==> config.mk <==
export PLATFORM = sky130hd
export DESIGN_NAME = fifo_tx_serializer_flat
export DESIGN_NICKNAME = d
export VERILOG_FILES = /design/src/rtl/fifo_tx_serializer_pkg.sv /design/src/rtl/fifo_tx_serializer_if.sv /design/src/rtl/fifo_tx_serializer_baud_tick_gen.sv /design/src/rtl/fifo_tx_serializer.sv /design/src/flat_wrapper.sv
export SDC_FILE = /design/constraint.sdc
export NUM_CORES = 1
export LEC_CHECK = 0
export CORE_MARGIN = 10
export CORE_UTILIZATION = 25
export CTS_CLUSTER_DIAMETER = 40
export DETAILED_ROUTE_END_ITERATION = 6
export GPL_TIMING_DRIVEN = 1
export PLACE_DENSITY = 0.53
export SLEW_MARGIN = 10
export SYNTH_ARGS = -nofsm -noshare
export SYNTH_HDL_FRONTEND = slang
export SYNTH_SLANG_ARGS = --single-unit
==> constraint.sdc <==
create_clock -name clk -period 2.38 [get_ports clk]
set_input_delay 0.238 -clock clk [delete_from_list [all_inputs] [get_ports clk]]
set_output_delay 0.238 -clock clk [all_outputs]
set_load 0.02 [all_outputs]
==> src/rtl/fifo_tx_serializer_pkg.sv <==
// Shared types and helpers for the FIFO-draining serial transmitter.
package fifo_tx_serializer_pkg;

  typedef enum logic [2:0] {
    S_IDLE,
    S_POP,
    S_LOAD,
    S_START,
    S_DATA,
    S_PARITY,
    S_STOP
  } state_t;

  localparam logic TX_IDLE_LVL = 1'b1;

  // Counter width for a modulo-n count; never narrower than one bit.
  function automatic int unsigned cnt_w(input int unsigned n);
    return (n > 1) ? $clog2(n) : 1;
  endfunction

endpackage

==> src/rtl/fifo_tx_serializer_if.sv <==
// Read side of the word FIFO: pop request, empty flag and read data.
interface fifo_tx_serializer_if #(
  parameter int unsigned DATA_W = 10
);
  logic              fifo_empty;
  logic [DATA_W-1:0] fifo_dout;
  logic              fifo_rd_en;

  // The serializer pops words; the FIFO answers.
  modport master (input fifo_empty, input fifo_dout, output fifo_rd_en);
  modport slave  (output fifo_empty, output fifo_dout, input fifo_rd_en);
endinterface

==> src/rtl/fifo_tx_serializer_baud_tick_gen.sv <==
// Bit-period timer: tick marks the last clk cycle of every serial bit.
module baud_tick_gen
  import fifo_tx_serializer_pkg::*;
#(
  parameter int unsigned CLKS_PER_BIT = 16
) (
  input  logic clk,
  input  logic rst,
  input  logic clear,
  output logic tick
);
  localparam int unsigned CW = cnt_w(CLKS_PER_BIT);
  localparam logic [CW-1:0] LAST = CW'(CLKS_PER_BIT - 1);

  logic [CW-1:0] cnt;

  // Count 0..CLKS_PER_BIT-1 and wrap; clear holds the phase at zero.
  always_ff @(posedge clk) begin
    if (rst || clear) begin
      cnt <= '0;
    end else if (cnt == LAST) begin
      cnt <= '0;
    end else begin
      cnt <= cnt + CW'(1);
    end
  end

  // Bit boundary strobe.
  always_comb begin
    tick = (cnt == LAST) && !clear;
  end
endmodule

==> src/rtl/fifo_tx_serializer.sv <==
// Pops words from the FIFO and sends each as start, data LSB first,
// optional even parity, stop on the tx line.
module fifo_tx_serializer
  import fifo_tx_serializer_pkg::*;
#(
  parameter int unsigned DATA_W       = 10,
  parameter int unsigned CLKS_PER_BIT = 16,
  parameter bit          PARITY_EN    = 1'b0
) (
  input  logic                   clk,
  input  logic                   rst,
  input  logic                   enable,
  fifo_tx_serializer_if.master   fifo,
  output logic                   tx,
  output logic                   busy,
  output logic                   word_done
);
  localparam int unsigned IW = cnt_w(DATA_W);
  localparam logic [IW-1:0] LAST_BIT = IW'(DATA_W - 1);

  state_t            state, state_nx;
  logic [DATA_W-1:0] shreg, shreg_nx;
  logic [IW-1:0]     bit_idx, bit_idx_nx;
  logic              par_q, par_nx;
  logic              tx_nx, rd_en_nx, busy_nx, done_nx;
  logic              tick, baud_clr;

  baud_tick_gen #(.CLKS_PER_BIT(CLKS_PER_BIT)) u_baud (
    .clk   (clk),
    .rst   (rst),
    .clear (baud_clr),
    .tick  (tick)
  );

  // Next state and next registered outputs; every output leaves a flop.
  always_comb begin
    state_nx   = state;
    shreg_nx   = shreg;
    bit_idx_nx = bit_idx;
    par_nx     = par_q;
    tx_nx      = tx;
    rd_en_nx   = 1'b0;
    busy_nx    = busy;
    done_nx    = 1'b0;
    baud_clr   = 1'b1;
    case (state)
      S_IDLE: begin
        tx_nx = TX_IDLE_LVL;
        if (enable && !fifo.fifo_empty) begin
          rd_en_nx = 1'b1;
          busy_nx  = 1'b1;
          state_nx = S_POP;
        end
      end
      S_POP: begin
        state_nx = S_LOAD;
      end
      S_LOAD: begin
        shreg_nx = fifo.fifo_dout;
        par_nx   = ^fifo.fifo_dout;
        tx_nx    = 1'b0;
        state_nx = S_START;
      end
      S_START: begin
        baud_clr = 1'b0;
        if (tick) begin
          tx_nx      = shreg[0];
          bit_idx_nx = '0;
          state_nx   = S_DATA;
        end
      end
      S_DATA: begin
        baud_clr = 1'b0;
        if (tick) begin
          if (bit_idx == LAST_BIT) begin
            if (PARITY_EN) begin
              tx_nx    = par_q;
              state_nx = S_PARITY;
            end else begin
              tx_nx    = TX_IDLE_LVL;
              state_nx = S_STOP;
            end
          end else begin
            // tx takes the bit that becomes shreg[0] after this shift.
            shreg_nx   = shreg >> 1;
            tx_nx      = shreg[1];
            bit_idx_nx = bit_idx + IW'(1);
          end
        end
      end
      S_PARITY: begin
        baud_clr = 1'b0;
        if (tick) begin
          tx_nx    = TX_IDLE_LVL;
          state_nx = S_STOP;
        end
      end
      S_STOP: begin
        baud_clr = 1'b0;
        if (tick) begin
          done_nx  = 1'b1;
          busy_nx  = 1'b0;
          state_nx = S_IDLE;
        end
      end
      default: begin
        state_nx = S_IDLE;
      end
    endcase
  end

  // State and output registers; reset aborts any frame in flight.
  always_ff @(posedge clk) begin
    if (rst) begin
      state           <= S_IDLE;
      shreg           <= '0;
      bit_idx         <= '0;
      par_q           <= 1'b0;
      tx              <= TX_IDLE_LVL;
      fifo.fifo_rd_en <= 1'b0;
      busy            <= 1'b0;
      word_done       <= 1'b0;
    end else begin
      state           <= state_nx;
      shreg           <= shreg_nx;
      bit_idx         <= bit_idx_nx;
      par_q           <= par_nx;
      tx              <= tx_nx;
      fifo.fifo_rd_en <= rd_en_nx;
      busy            <= busy_nx;
      word_done       <= done_nx;
    end
  end
endmodule

==> src/flat_wrapper.sv <==
// flat-port wrapper written by rule: the top's interface ports become plain ports
module fifo_tx_serializer_flat import fifo_tx_serializer_pkg::*;
#(
  parameter int unsigned DATA_W       = 10,
  parameter int unsigned CLKS_PER_BIT = 16,
  parameter bit          PARITY_EN    = 1'b0
)
  (clk, rst, enable, tx, busy, word_done, fifo_fifo_empty, fifo_fifo_dout, fifo_fifo_rd_en);
  fifo_tx_serializer_if #(.DATA_W(DATA_W)) fifo_i ();
  input  logic clk;
  input  logic rst;
  input  logic enable;
  output logic tx;
  output logic busy;
  output logic word_done;
  input wire logic [$bits(fifo_i.fifo_empty)-1:0] fifo_fifo_empty;
  input wire logic [$bits(fifo_i.fifo_dout)-1:0] fifo_fifo_dout;
  output wire logic [$bits(fifo_i.fifo_rd_en)-1:0] fifo_fifo_rd_en;
  assign fifo_i.fifo_empty = fifo_fifo_empty;
  assign fifo_i.fifo_dout = fifo_fifo_dout;
  assign fifo_fifo_rd_en = fifo_i.fifo_rd_en;
  fifo_tx_serializer #(.DATA_W(DATA_W), .CLKS_PER_BIT(CLKS_PER_BIT), .PARITY_EN(PARITY_EN)) u_core (.clk(clk), .rst(rst), .enable(enable), .fifo(fifo_i), .tx(tx), .busy(busy), .word_done(word_done));
endmodule
==> metrics.md, run 1 <==
| Metric | Value |
|---|---|
| Status | finished, final reports clean |
| Slew at the pin closest to its max-slew limit | approximately 600 ps |
| NetSw | 0.2815 mW |
| CP endpoint kind | flop |
| Largest vdd supply drop | ~0.27 mV |
| Wire per inst | 12.23 µm |
| DRC Markers | 0 |
| Layout cells sized above 1 | 0.08092 |
| Hold crit path type | flop to flop |
| Worst rel slew slack | 0.5974 |
| Top FF cell, synth | dfxtp_1 |
| Via/cell ratio | 4.675 |
| Placed Area | 1541 µm² |
| Share of the synthesized area in the top cell type | 0.3956 |
| Std cell rows | 25 |
| Synth Net Count | 171 |
| CTS Buf Count | 3 |
| CP startpoint kind | flop |
| Starting density of the core | 0.2626 |
| CTS Buffer Depth | 2 |
| Max stage delay on crit path | 610 ps |
| Post-synth top cells | 25 x dfxtp_1, 22 x nand2_1, 21 x nor2_1, 10 x a311oi_1, 6 x clkbuf_1 |
| Synth warn | 0 |
| Crit-path cells | or3b_4 -> o32ai_4 -> nor2_1 -> a311oi_1 |
| Synthesis-to-layout area growth | 25.42% |
| CORE AREA | just under 5000 µm² |
| Seq pwr share | 0.497 |
| EDFF count, synth | 0 |
| #FFs+latches synth | 25 |
| Mapped Cells | ~150 |
| Hold buffer count at CTS | 0 |
| Fin crit share | 0.7874 |
| Final Cell Area | 1587 µm² |
| DR pass1 iterations | 4 |
| Async set or reset register ratio after synthesis | 0 |
| Overall Global Routing Usage | 0.07234 |
| Worst-Skew Late Latency | between 200 and 300 ps |
| # IOs | 18 |
| Setup TNS | 0 ps |
| Nets | around 190 |
| CP required | 2560 ps |
| Post-CTS setup buffer count | 0 |
| Count leader, synth | dfxtp_1 |
| CP arrival | 2060 ps |
| CP max FO | 16 |
| Largest area contributor in the netlist | dfxtp_1 |
| First-pass GRT wire length | 5.071 mm |
| Final clock skew | around 1.8 ps |
| Starting DRT DRC Count | 61 |
| Switching Share | 0.2899 |
| Synth unique cells | 37 |
| Clock Sink Count | 25 |
| Final Slew Violations | 0 |
| I/O Buffers | 17 |
| Die Ht | 91.13 µm |
| CTS clk-pin slew, worst paths | 90 ps |
| Die ar. | 8305 µm² |
| Syn Area/Cell | approximately 8.3 µm² |
| Routed wire length | 2.934 mm |
| Maxcap violations | 0 |
| Synth area leaders | dfxtp_1 40%, a311oi_1 6.9%, nand2_1 6.5% |
| Initial antenna violation count | 0 |
| Type of the worst setup path | flop to flop |
| Largest net degree at the start of global routing | 17 |
| Final Setup Violations | 0 |
| Cell area after synthesis | 1265 µm² |
| GP Congestion | about 0.84 |
| Fmax | 533.6 MHz |
| H-Tree Depth | 1 |
| DP HPWL | 2.213 mm |
| Fillers | 521 |
| Post-DRT Antenna Nets | 0 |
| Via count | 1122 |
| Post_cts resized | 0 |
| Lkg Pwr | 0.5675 nW |
| Fin. Hold Viols | 0 |
| CTS tree | built |
| Comb pwr share | 0.241 |
| CP max-delay cell | o32ai_4 |
| Global route overflow | 0 |
| Die width | 91.13 µm |
| Root cell of the clock tree | clkbuf_8 |
| Vias in the first global route | 1111 |
| Clk pwr share | 0.262 |
| Ant. Diodes | 0 |
| Seq/Total Area, Yosys | 0.3956 |
| Internal power | slightly below 0.7 mW |
| Period minus WS final | approximately 1900 ps |
| RSZ-0062 raised after global routing | no |
| Power density over the cells | 612.1 nW/µm² |
kinds of logic after synthesis:
logic type                 count (synthesis)  share of synthesized area
AOI/OAI and AO/OA                         36                     0.2225
xor gates and xnor gates                   3                    0.02078
buffers and inverters                     13                    0.04451
adders and majority gates                  5                    0.04946
DFF                                       25                     0.3956
and+or+nand+nor                           69                     0.2592
muxes                                      1                   0.007913
metrics by stage:
stage	util	power, mW	hold slack [ps]	std cells	setup slack [ps]
2_1_floorplan	-	0.6458	344.9	152	639.2
3_3_place_gp	0.3200	0.7277	433.7	236	555.0
3_5_place_dp	0.3200	0.7279	435.9	236	487.9
4_1_cts	0.3294	0.9826	453.9	240	485.5
5_1_grt	0.3294	1.035	497.5	240	333.0
6_report	0.3294	0.9711	446.9	240	506.0
critical path, delay by kind of cell (launching register included):
family / cells / cell delay (ps)
compound gates: 2 / 870
simple gates: 2 / 580
flops: 1 / 340
power by group through the flow:
stage | logic (mW) | clock network, mW | registers [mW]
6_report | 0.234 | 0.255 | 0.482
5_1_grt | 0.266 | 0.281 | 0.488
4_1_cts | 0.237 | 0.263 | 0.482
3_5_place_dp | 0.236 | 0 | 0.492
3_3_place_gp | 0.235 | 0 | 0.492
2_1_floorplan | 0.151 | 0 | 0.495
path summary, 6_finish.rpt:
path | start | end | slack (ps) | cells past startpoint
setup / recovery | u_core.state[2] | u_core.shreg[5] | 510 | 4
hold / removal | u_core.u_baud.cnt[0] | u_core.u_baud.cnt[0] | 450 | 1
setup reg to reg | u_core.state[2] | u_core.shreg[5] | 510 | 4
hold reg to reg | u_core.u_baud.cnt[0] | u_core.u_baud.cnt[0] | 450 | 1
cells in the final DEF (no fill, tap or decap), types with 3 or more instances in the layout:
master           instances
nor3_1                   4
clkdlybuf4s50_1         17
nand2_1                 22
o21ai_0                  5
nor2_1                  21
a21oi_1                  5
or3_1                    5
dfxtp_1                 25
clkbuf_8                 3
inv_1                    5
nand3_1                  4
a31oi_1                  3
buf_4                    8
a311oi_1                10
ha_1                     5
sequential cells by signal, indices dropped and copies added (netlist names):
| register | count |
|---|---|
| u_core.bit_idx | 4 |
| u_core.tx | 1 |
| u_core.word_done | 1 |
| u_core.state | 3 |
| u_core.u_baud.cnt | 4 |
| u_core.shreg | 10 |
| u_core.fifo.fifo_rd_en | 1 |
| u_core.busy | 1 |
layer usage:
layer  vias up  global-route usage  wire length [µm]
met3         5             0.02058               130
met5         -                   0                 0
met1       504             0.08542              1397
met4         0             0.04178                66
li1        593                   -                 -
met2        20              0.1146              1340
cell type report:
class	count	area [µm²]	share of cell area
inverters	5	18.77	0.01183
flip-flops and latches	25	500.5	0.3155
well taps	67	83.83	0.05284
multi-input cells	114	708.2	0.4464
clock buffers	4	45.04	0.02839
repair buffers	25	230.2	0.1451
No activity file was read; power rests on OpenSTA's default activity.
==> inputs of run 2 (changes only) <==
Settings changed: PLACE_DENSITY 0.53 to 0.54.
Clock period 2.38 ns to 1.7 ns, I/O delays scaled along.
==> metrics.md, run 2 (synthesis results as in run 1) <==
| Metric | Value |
|---|---|
| Via count | 1193 |
| CP startpoint kind | flop |
| Layout cells sized above 1 | 0.1758 |
| CP max FO | 4 |
| Starting density of the core | 0.2626 |
| Maxcap violations | 0 |
| Worst-Skew Late Latency | 280 ps |
| Fin crit share | 0.9899 |
| Commonest non-fill, non-tap cells in the layout | 23 x dfxtp_1, 22 x nand2_1, 21 x nor2_1 |
| Fin. Hold Viols | 0 |
| Final clock skew | 9.743 ps |
| Slew at the pin closest to its max-slew limit | 492.0 ps |
| Overall Global Routing Usage | 0.07633 |
| Setup TNS | 0 ps |
| Root cell of the clock tree | clkbuf_8 |
| Fmax | 594.2 MHz |
| # IOs | 18 |
| Die width | a little over 90 µm |
| Power density over the cells | 819.7 nW/µm² |
| Lkg Pwr | 0.6272 nW |
| DR pass1 iterations | 4 |
| Wire per inst | ~13 µm |
| Std cell rows | 25 |
| Hold crit path type | flop to flop |
| CORE AREA | around 4800 µm² |
| CP arrival | 1900 ps |
| Largest vdd supply drop | 0.3274 mV |
| CP required | 1920 ps |
| Via/cell ratio | 4.791 |
| Max reg flops | 10 |
| I/O Buffers | 17 |
| CTS Buffer Depth | 2 |
| DP HPWL | ~2.2 mm |
| Worst rel slew slack | 0.6705 |
| CP endpoint kind | flop |
| Commonest non-fill, non-tap cell in the layout | dfxtp_1 |
| Status | finished, final reports clean |
| CTS tree | built |
| Routed wire length | 3.122 mm |
| Final Slew Violations | 0 |
| Final Setup Violations | 0 |
| H-Tree Depth | 1 |
| Starting DRT DRC Count | 39 |
| Worst hold slack | 451.3 ps |
| Total power | ~1.4 mW |
| Max stage delay on crit path | about 370 ps |
| Crit-path cells | inv_2 -> ha_4 -> and3b_2 -> or3_4 -> or3_1 -> a31oi_1 |
| Largest net degree at the start of global routing | 19 |
| Hold path start | u_core.u_baud.cnt[0] |
| DRC Markers | 0 |
| First-pass GRT wire length | 5.368 mm |
| Die ar. | 8305 µm² |
| Type of the worst setup path | flop to flop |
| Final core occ | 0.3574 |
| Initial antenna violation count | 0 |
| CTS Buf Count | 3 |
| R2r startpoint | u_core.bit_idx[1] |
| Synthesis-to-layout area growth | 36.10% |
| Period minus WS final | 1683 ps |
| Die Ht | between 90 and 100 µm |
| CP max-delay cell | or3_4 |
| RSZ-0062 raised after global routing | yes |
| GP Congestion | 0.7705 |
| Ant. Diodes | 0 |
| Clock Sink Count | 25 |
| Post-DRT Antenna Nets | 0 |
| Registers with the most flip-flops | u_core.shreg x10, u_core.bit_idx x4, u_core.u_baud.cnt x4 |
| Biggest register | u_core.shreg |
| Vias in the first global route | 1189 |
| CP Launch Point | u_core.bit_idx[1] |
| Nets | 202 |
| Global route overflow | 0 |
| CTS clk-pin slew, worst paths | 100 ps |
==> run 2: path summary, 6_finish.rpt <==
path                          end  slack [ps]  depth (start not counted)
max reg2reg     u_core.bit_idx[3]          20                          6
max             u_core.bit_idx[3]          20                          6
min reg2reg  u_core.u_baud.cnt[0]         450                          1
min          u_core.u_baud.cnt[0]         450                          1
==> run 2: per-layer routing <==
layer	wire length [µm]	vias to the layer above	GRT usage
met5	0	-	0
met1	1545	554	0.09515
met3	166	5	0.02634
met2	1360	21	0.1152
met4	49	0	0.03525
li1	-	613	-
==> run 2: final cells by class <==
type	instances	area, µm²
Clock buffer	3	41.29
Clock inverter	1	7.507
Fill cell	517	3095
Inverter	5	18.77
Multi-Input combinational cell	114	735.7
Sequential cell	25	503.0
Tap cell	67	83.83
Timing Repair Buffer	34	331.6
==> run 2: critical path: cells and delay by family, from the launching register on <==
family / cells / cell delay (ps)
buffers and inverters: 1 / 50
AO/OA/AOI/OAI: 1 / 160
flip-flops: 1 / 340
AND/OR/NAND/NOR: 3 / 920
adder cells (fa/ha/maj): 1 / 150
==> run 2: power by group <==
group	switching, mW	total, mW	internal [mW]
logic	0.187	0.367	0.180
clock network	0.208	0.374	0.167
registers	0.0281	0.671	0.643
==> run 2: per-stage QoR <==
step	area, µm²	std cells	setup slack (ps)
3_3_place_gp	1608	243	9.579
2_1_floorplan	1266	152	7.968
6_report	1722	249	17.19
4_1_cts	1684	248	0.5140
5_1_grt	1722	249	-72.87
3_5_place_dp	1608	243	-44.25
==> run 2: timing repair <==
| action | 4_1_cts | 5_1_grt |
|---|---|---|
| endpoints found under the setup margin | 2 | 12 |
| hold buffers | 0 | 0 |
| gates cloned | 0 | 1 |
| pin swaps | 3 | 5 |
| resized for setup | 6 | 3 |
| buffers inserted | 1 | 0 |
==> inputs of run 3 (changes only) <==
Settings changed: SYNTH_HIERARCHICAL set to 1.
==> metrics.md, run 3 <==
| Metric | Value |
|---|---|
| CORE AREA | 4817 µm² |
| Slew at the pin closest to its max-slew limit | 288.0 ps |
| Area of the multi-input gates | slightly below 800 µm² |
| DP HPWL | 2.168 mm |
| Synthesis-to-layout area growth | 46.60% |
| Std cell rows | 25 |
| Internal power | 1.001 mW |
| Overall Global Routing Usage | 0.07232 |
| Register area | 506.7 µm² |
| Async set or reset register ratio after synthesis | 0 |
| Synth area leaders | dfxtp_1 39%, mux2i_1 7.9%, nor2_1 5.6% |
| Biggest register | u_core/shreg |
| NetSw | 0.3802 mW |
| First-pass GRT wire length | 5.126 mm |
| Synth unique cells | 44 |
| Fin crit share | 0.9899 |
| Mapped Cells | 138 |
| CP required | 1880 ps |
| Length of routed met3 wiring | 151 µm |
| CTS tree | built |
| Routed wire length | 3.225 mm |
| Via/cell ratio | between 4 and 5 |
| #FFs+latches synth | 25 |
| Final core occ | 0.3865 |
| Die width | 91.28 µm |
| Fillers | 490 |
| Final Slew Violations | 0 |
| Final clock skew | around 1.1 ps |
| Syn Area/Cell | 9.203 µm² |
| Starting DRT DRC Count | 80 |
| Non-filler cells, final | 240 |
| Setup TNS | 0 ps |
| Switching Share | 0.2754 |
| Max reg flops | 10 |
| Registers with the most flip-flops | u_core/shreg x10, u_core/bit_idx x4, u_core/u_baud/cnt x4 |
| Final Setup Violations | 0 |
| Die Ht | 91.28 µm |
| CP startpoint kind | flop |
| Worst-Skew Late Latency | about 260 ps |
| Worst Reg-to-Reg Cells | 8 |
| # IOs | 18 |
| RSZ-0062 raised after global routing | yes |
| Worst R2R Setup Slack | 20 ps |
| R2r startpoint | u_core/state[1] |
| Via count | 1116 |
| H-Tree Depth | 1 |
| CTS Buffer Depth | 2 |
| Initial antenna violation count | 0 |
| I/O Buffers | 17 |
| Status | finished, final reports clean |
| Ant. Diodes | 0 |
| CTS Buf Count | 3 |
| Critical R2R Capture | u_core/shreg[2] |
| Nets | 191 |
| Seq pwr share | 0.484 |
| Metal2 WL | between 1.5 and 2 mm |
| Period minus WS final | 1683 ps |
| Share of the synthesized area in the top cell type | 0.3941 |
| Commonest non-fill, non-tap cells in the layout | 20 x dfxtp_1, 18 x buf_4, 17 x clkdlybuf4s50_1 |
| Worst rel slew slack | 0.8078 |
| CP endpoint kind | flop |
| Starting density of the core | 0.2636 |
| Count leader, synth | dfxtp_1 |
| Synth warn | 6 |
| Seq/Total Area, Yosys | 0.3941 |
| Top FF cell, synth | dfxtp_1 |
| Power density over the cells | ~740 nW/µm² |
| Hold Path Sink | u_core/busy |
| Synth Net Count | 155 |
| DRC Markers | 0 |
| Root cell of the clock tree | clkbuf_8 |
| CTS clk-pin slew, worst paths | 80 ps |
| Post-synth top cells | 25 x dfxtp_1, 19 x nor2_1, 10 x mux2i_1, 9 x a211oi_1, 8 x nand2_1 |
| Lkg Pwr | 0.7342 nW |
| Largest net degree at the start of global routing | 20 |
| Vias in the first global route | approximately 1100 |
| Layout cells sized above 1 | 0.3295 |
| Maxcap violations | 0 |
| Highest metal used | met4 |
| Cell area after synthesis | 1270 µm² |
| Global route overflow | 0 |
| Wire per inst | 13.44 µm |
| CP max FO | 6 |
| Post-DRT Antenna Nets | 0 |
| Placed cell count | 225 |
| Commonest non-fill, non-tap cell in the layout | dfxtp_1 |
| Clk pwr share | 0.251 |
| Largest area contributor in the netlist | dfxtp_1 |
| Fin. Hold Viols | 0 |
| EDFF count, synth | 0 |
| Die ar. | 8331 µm² |
| Fmax | 594.2 MHz |
| M1 WL | 1.475 mm |
| Worst hold stages | 1 |
| Hold buffer count at CTS | 0 |
| Hold crit path type | flop to flop |
| Type of the worst setup path | flop to flop |
| Largest vdd supply drop | about 0.38 mV |
| CP arrival | 1860 ps |
| GP Congestion | 0.8002 |
| Clock Sink Count | 25 |
| Hold path start | u_core/busy |
| Comb pwr share | 0.265 |
| DR pass1 iterations | 4 |
run 3: power by group through the flow:
stage | Clock (mW) | Combinational, mW | Sequential, mW
floorplan | 0 | 0.195 | 0.679
global placement | 0 | 0.263 | 0.676
detailed placement | 0 | 0.269 | 0.678
CTS | 0.363 | 0.287 | 0.667
global route | 0.388 | 0.399 | 0.674
finish | 0.347 | 0.366 | 0.668
run 3: logic make-up after synthesis:
group           Yosys count  synth area share
flops                    25            0.3941
xor+xnor                  3           0.02069
simple gates             54            0.2414
fa+ha+maj                 3           0.02956
compound gates           29            0.1606
buf+inv                  14           0.07487
mux                      10           0.07882
run 3: stage by stage:
step | area, µm² | hold WS [ps] | worst slack [ps] | total power, mW
finish | 1862 | 498.8 | 17.19 | 1.381
detailed placement | 1579 | 482.2 | -96.74 | 0.9475
CTS | 1677 | 503.9 | -0.2796 | 1.316
global placement | 1579 | 476.5 | -25.61 | 0.9385
global route | 1862 | 527.1 | -52.41 | 1.461
floorplan | 1308 | 240.9 | -86.37 | 0.8744
run 3: routing by layer:
metal | GRT usage | vias up
met2 | 0.1223 | 23
li1 | - | 566
met5 | 0 | -
met3 | 0.01975 | 2
met1 | 0.08769 | 525
met4 | 0.01958 | 0
run 3: final cells by class:
| class | count | area share |
|---|---|---|
| Tap cell | 67 | 0.04503 |
| Multi-Input combinational cell | 99 | 0.4267 |
| Clock buffer | 4 | 0.02419 |
| Timing Repair Buffer | 42 | 0.2258 |
| Sequential cell | 25 | 0.2722 |
| Inverter | 3 | 0.006048 |
run 3: worst max path at each step:
stage,slack (ps),end,start,cells past startpoint
finish,20,u_core/shreg[2],u_core/state[1],8
CTS,-0.3,u_core/bit_idx[2],u_core/state[0],9
global route,-50,u_core/shreg[0],u_core/u_baud/cnt[0],8
global placement,-30,u_core/bit_idx[3],u_core/u_baud/cnt[0],8
floorplan,-90,u_core/shreg[7],u_core/state[1],11
detailed placement,-100,u_core/shreg[3],u_core/u_baud/cnt[0],8
run 3: timing repair:
item | 4_1_cts | 5_1_grt
cloned | 0 | 2
pin swaps | 3 | 11
setup endpoints to repair | 14 | 14
setup buffers | 2 | 7
gates resized for setup | 10 | 18
run 3: worst max-delay path, stage by stage, from the launching register on:
cell	delay, ps
dfxtp_2	340
nand2_4	80
xor2_4	190
nor2_4	50
nor4bb_4	150
a22o_4	280
clkbuf_16	160
buf_4	140
a211oi_1	200
==> variant, RTL diff (settings of run 1) <==
`CLKS_PER_BIT` is set to 16 in 3 places; all go to 32.
--- a/src/rtl/fifo_tx_serializer_baud_tick_gen.sv
+++ b/src/rtl/fifo_tx_serializer_baud_tick_gen.sv
@@ -4,3 +4,3 @@
 #(
-  parameter int unsigned CLKS_PER_BIT = 16
+  parameter int unsigned CLKS_PER_BIT = 32
 ) (
--- a/src/rtl/fifo_tx_serializer.sv
+++ b/src/rtl/fifo_tx_serializer.sv
@@ -6,3 +6,3 @@
   parameter int unsigned DATA_W       = 10,
-  parameter int unsigned CLKS_PER_BIT = 16,
+  parameter int unsigned CLKS_PER_BIT = 32,
   parameter bit          PARITY_EN    = 1'b0
--- a/src/flat_wrapper.sv
+++ b/src/flat_wrapper.sv
@@ -4,3 +4,3 @@
   parameter int unsigned DATA_W       = 10,
-  parameter int unsigned CLKS_PER_BIT = 16,
+  parameter int unsigned CLKS_PER_BIT = 32,
   parameter bit          PARITY_EN    = 1'b0
Behaviour: same outputs for any inputs over 10 cycles, from zero or initial values and one cycle with rst high; that may be too few to reach the edited logic, so the function may still have changed.
==> variant against run 1 <==
  * Area after synthesis increased by 3.2%
  * Sequential cell count grew 1
  * Total power is 8.9% lower
  * Final cell count shrank 2.5%
  * Maximum frequency shrank 11%
  * Wire length down 3.6%
  * Cell area increased by 0.87%
  * Setup slack got worse by 240 ps
  * First-iteration DRC count decreased by 8.2%
  * Critical endpoint is now u_core.shreg[1]
==> variant: results (changes against run 1) <==
| Metric | Value |
|---|---|
| Status | finished clean (unchanged) |
| RR Endpoint | u_core.shreg[1] (was u_core.shreg[5]) |
| Leak | 0.524 nW (was 0.568 nW) |
| Final nets | 183 (was 193) |
| Layout fillers | 563 (was 521) |
| Register area share after synthesis | 39.9% (was 39.6%) |
| HP Class | reg2reg (unchanged) |
| Die X-Extent | 92.3 um (was 91.1 um) |
| Area post-placement | 0.00155 mm2 (was 0.00154 mm2) |
| Met2 Use GR | 10.7% (was 11.5%) |
| #MultiIn Comb | 109 (was 114) |
| VDD IR max | 0.350 mV (was 0.275 mV) |
| Non-clk invs | 4 (was 5) |
| Commonest cells post-synth | dfxtp_1 (26), a21oi_1 (16), nor2_1 (15), o21ai_0 (11), mux2i_1 (10) (was dfxtp_1 (25), nand2_1 (22), nor2_1 (21), a311oi_1 (10), clkbuf_1 (6)) |
| Crit Path Max Fanout | 19 (was 16) |
| M1 GR Usage | 9.12% (was 8.54%) |
| Nonclk buf count | 21 (was 25) |
| Num sequential | 26 (was 25) |
| DR vias/cell | 4.59 (was 4.68) |
| DP Wirelength | 1940 um (was 2210 um) |
| Largest net degree at the start of global routing | 33 (was 17) |
| Layout cell share with drive strength beyond 1 | 6.10% (was 8.09%) |
| Setup WS pre-CTS | 294 ps (was 488 ps) |
| Max-slew headroom | 56.0% (was 59.7%) |
| Flop2flop setup slack | 270 ps (was 510 ps) |
| Initial DRC count | 56 (was 61) |
| Area of the multi-input gates | 722 um2 (was 708 um2) |
| DRT Wirelength | 2830 um (was 2930 um) |
| Worst EP arrival | 2320 ps (was 2060 ps) |
| Total global-route track usage | 6.90% (was 7.23%) |
| Worst r2r path cells | 6 (was 4) |
| Syn_nets | 167 (was 171) |
| GR Util met3 | 2.36% (was 2.06%) |
| Buffering overhead | 12.5% (was 14.5%) |
| FF-to-FF Start | u_core.u_baud.cnt[0] (was u_core.state[2]) |
| GPL Wtd Cong | 0.762 (was 0.839) |
| Fraction of area in multi-input gates | 45.1% (was 44.6%) |
| Skew final | 7.91 ps (was 1.83 ps) |
| DR WL met3 | 122 um (was 130 um) |
| First-pass GRT wire length | 4950 um (was 5070 um) |
| Area contributors post-synth | dfxtp_1 (40%), mux2i_1 (7.7%), a21oi_1 (6.1%) (was dfxtp_1 (40%), a311oi_1 (6.9%), nand2_1 (6.5%)) |
| Met2 wire len | 1290 um (was 1340 um) |
| Minimum clock period | 2110 ps (was 1870 ps) |
| Post-synth cell types | 40 (was 37) |
| Sw frac | 25.0% (was 29.0%) |
| M1 wire length | 1400 um (about the same) |
| Regs by FF count | u_core.shreg x10, u_core.u_baud.cnt x5, u_core.bit_idx x4 (was u_core.shreg x10, u_core.bit_idx x4, u_core.u_baud.cnt x4) |
| Seq/total area | 32.5% (was 31.5%) |
| Combinational Power Share | 14.3% (was 24.1%) |
variant: cell count changes in the layout (fill, tap and decap cells not counted), sizes merged, moves of 3 or more:
cell | run 1 | this run
mux2i | 1 | 10
a21oi | 5 | 16
a311oi | 10 | 2
or3 | 5 | 9
nor2 | 21 | 15
nand2 | 22 | 4
o21ai | 5 | 12
a21boi | 0 | 3
buf | 8 | 4
variant: through the flow:
step                      cells  power (mW)  hold slack [ps]
after global routing        234       0.939              476
after detailed placement    230       0.610              443
after floorplan             149       0.560              411
final                       234       0.885              451
after global placement      230       0.610              432
after CTS                   234       0.901              458
variant: cells by family (layout without fill, tap and decap cells):
family,count (synthesis),count (layout),share of synthesized area (%)
compound gates,45,45,21.7
buf+inv,14,29,4.79
flops,26,26,39.9
xor+xnor,2,2,1.34
mux,10,10,7.67
simple gates,48,48,20.8
fa+ha+maj,4,4,3.84
variant: worst max-delay path: stages, from the launching register on:
cell	delay (ps)
dfxtp_1	360
ha_1	180
and3_1	160
ha_1	400
a31oi_2	360
or3_1	450
a21oi_1	140
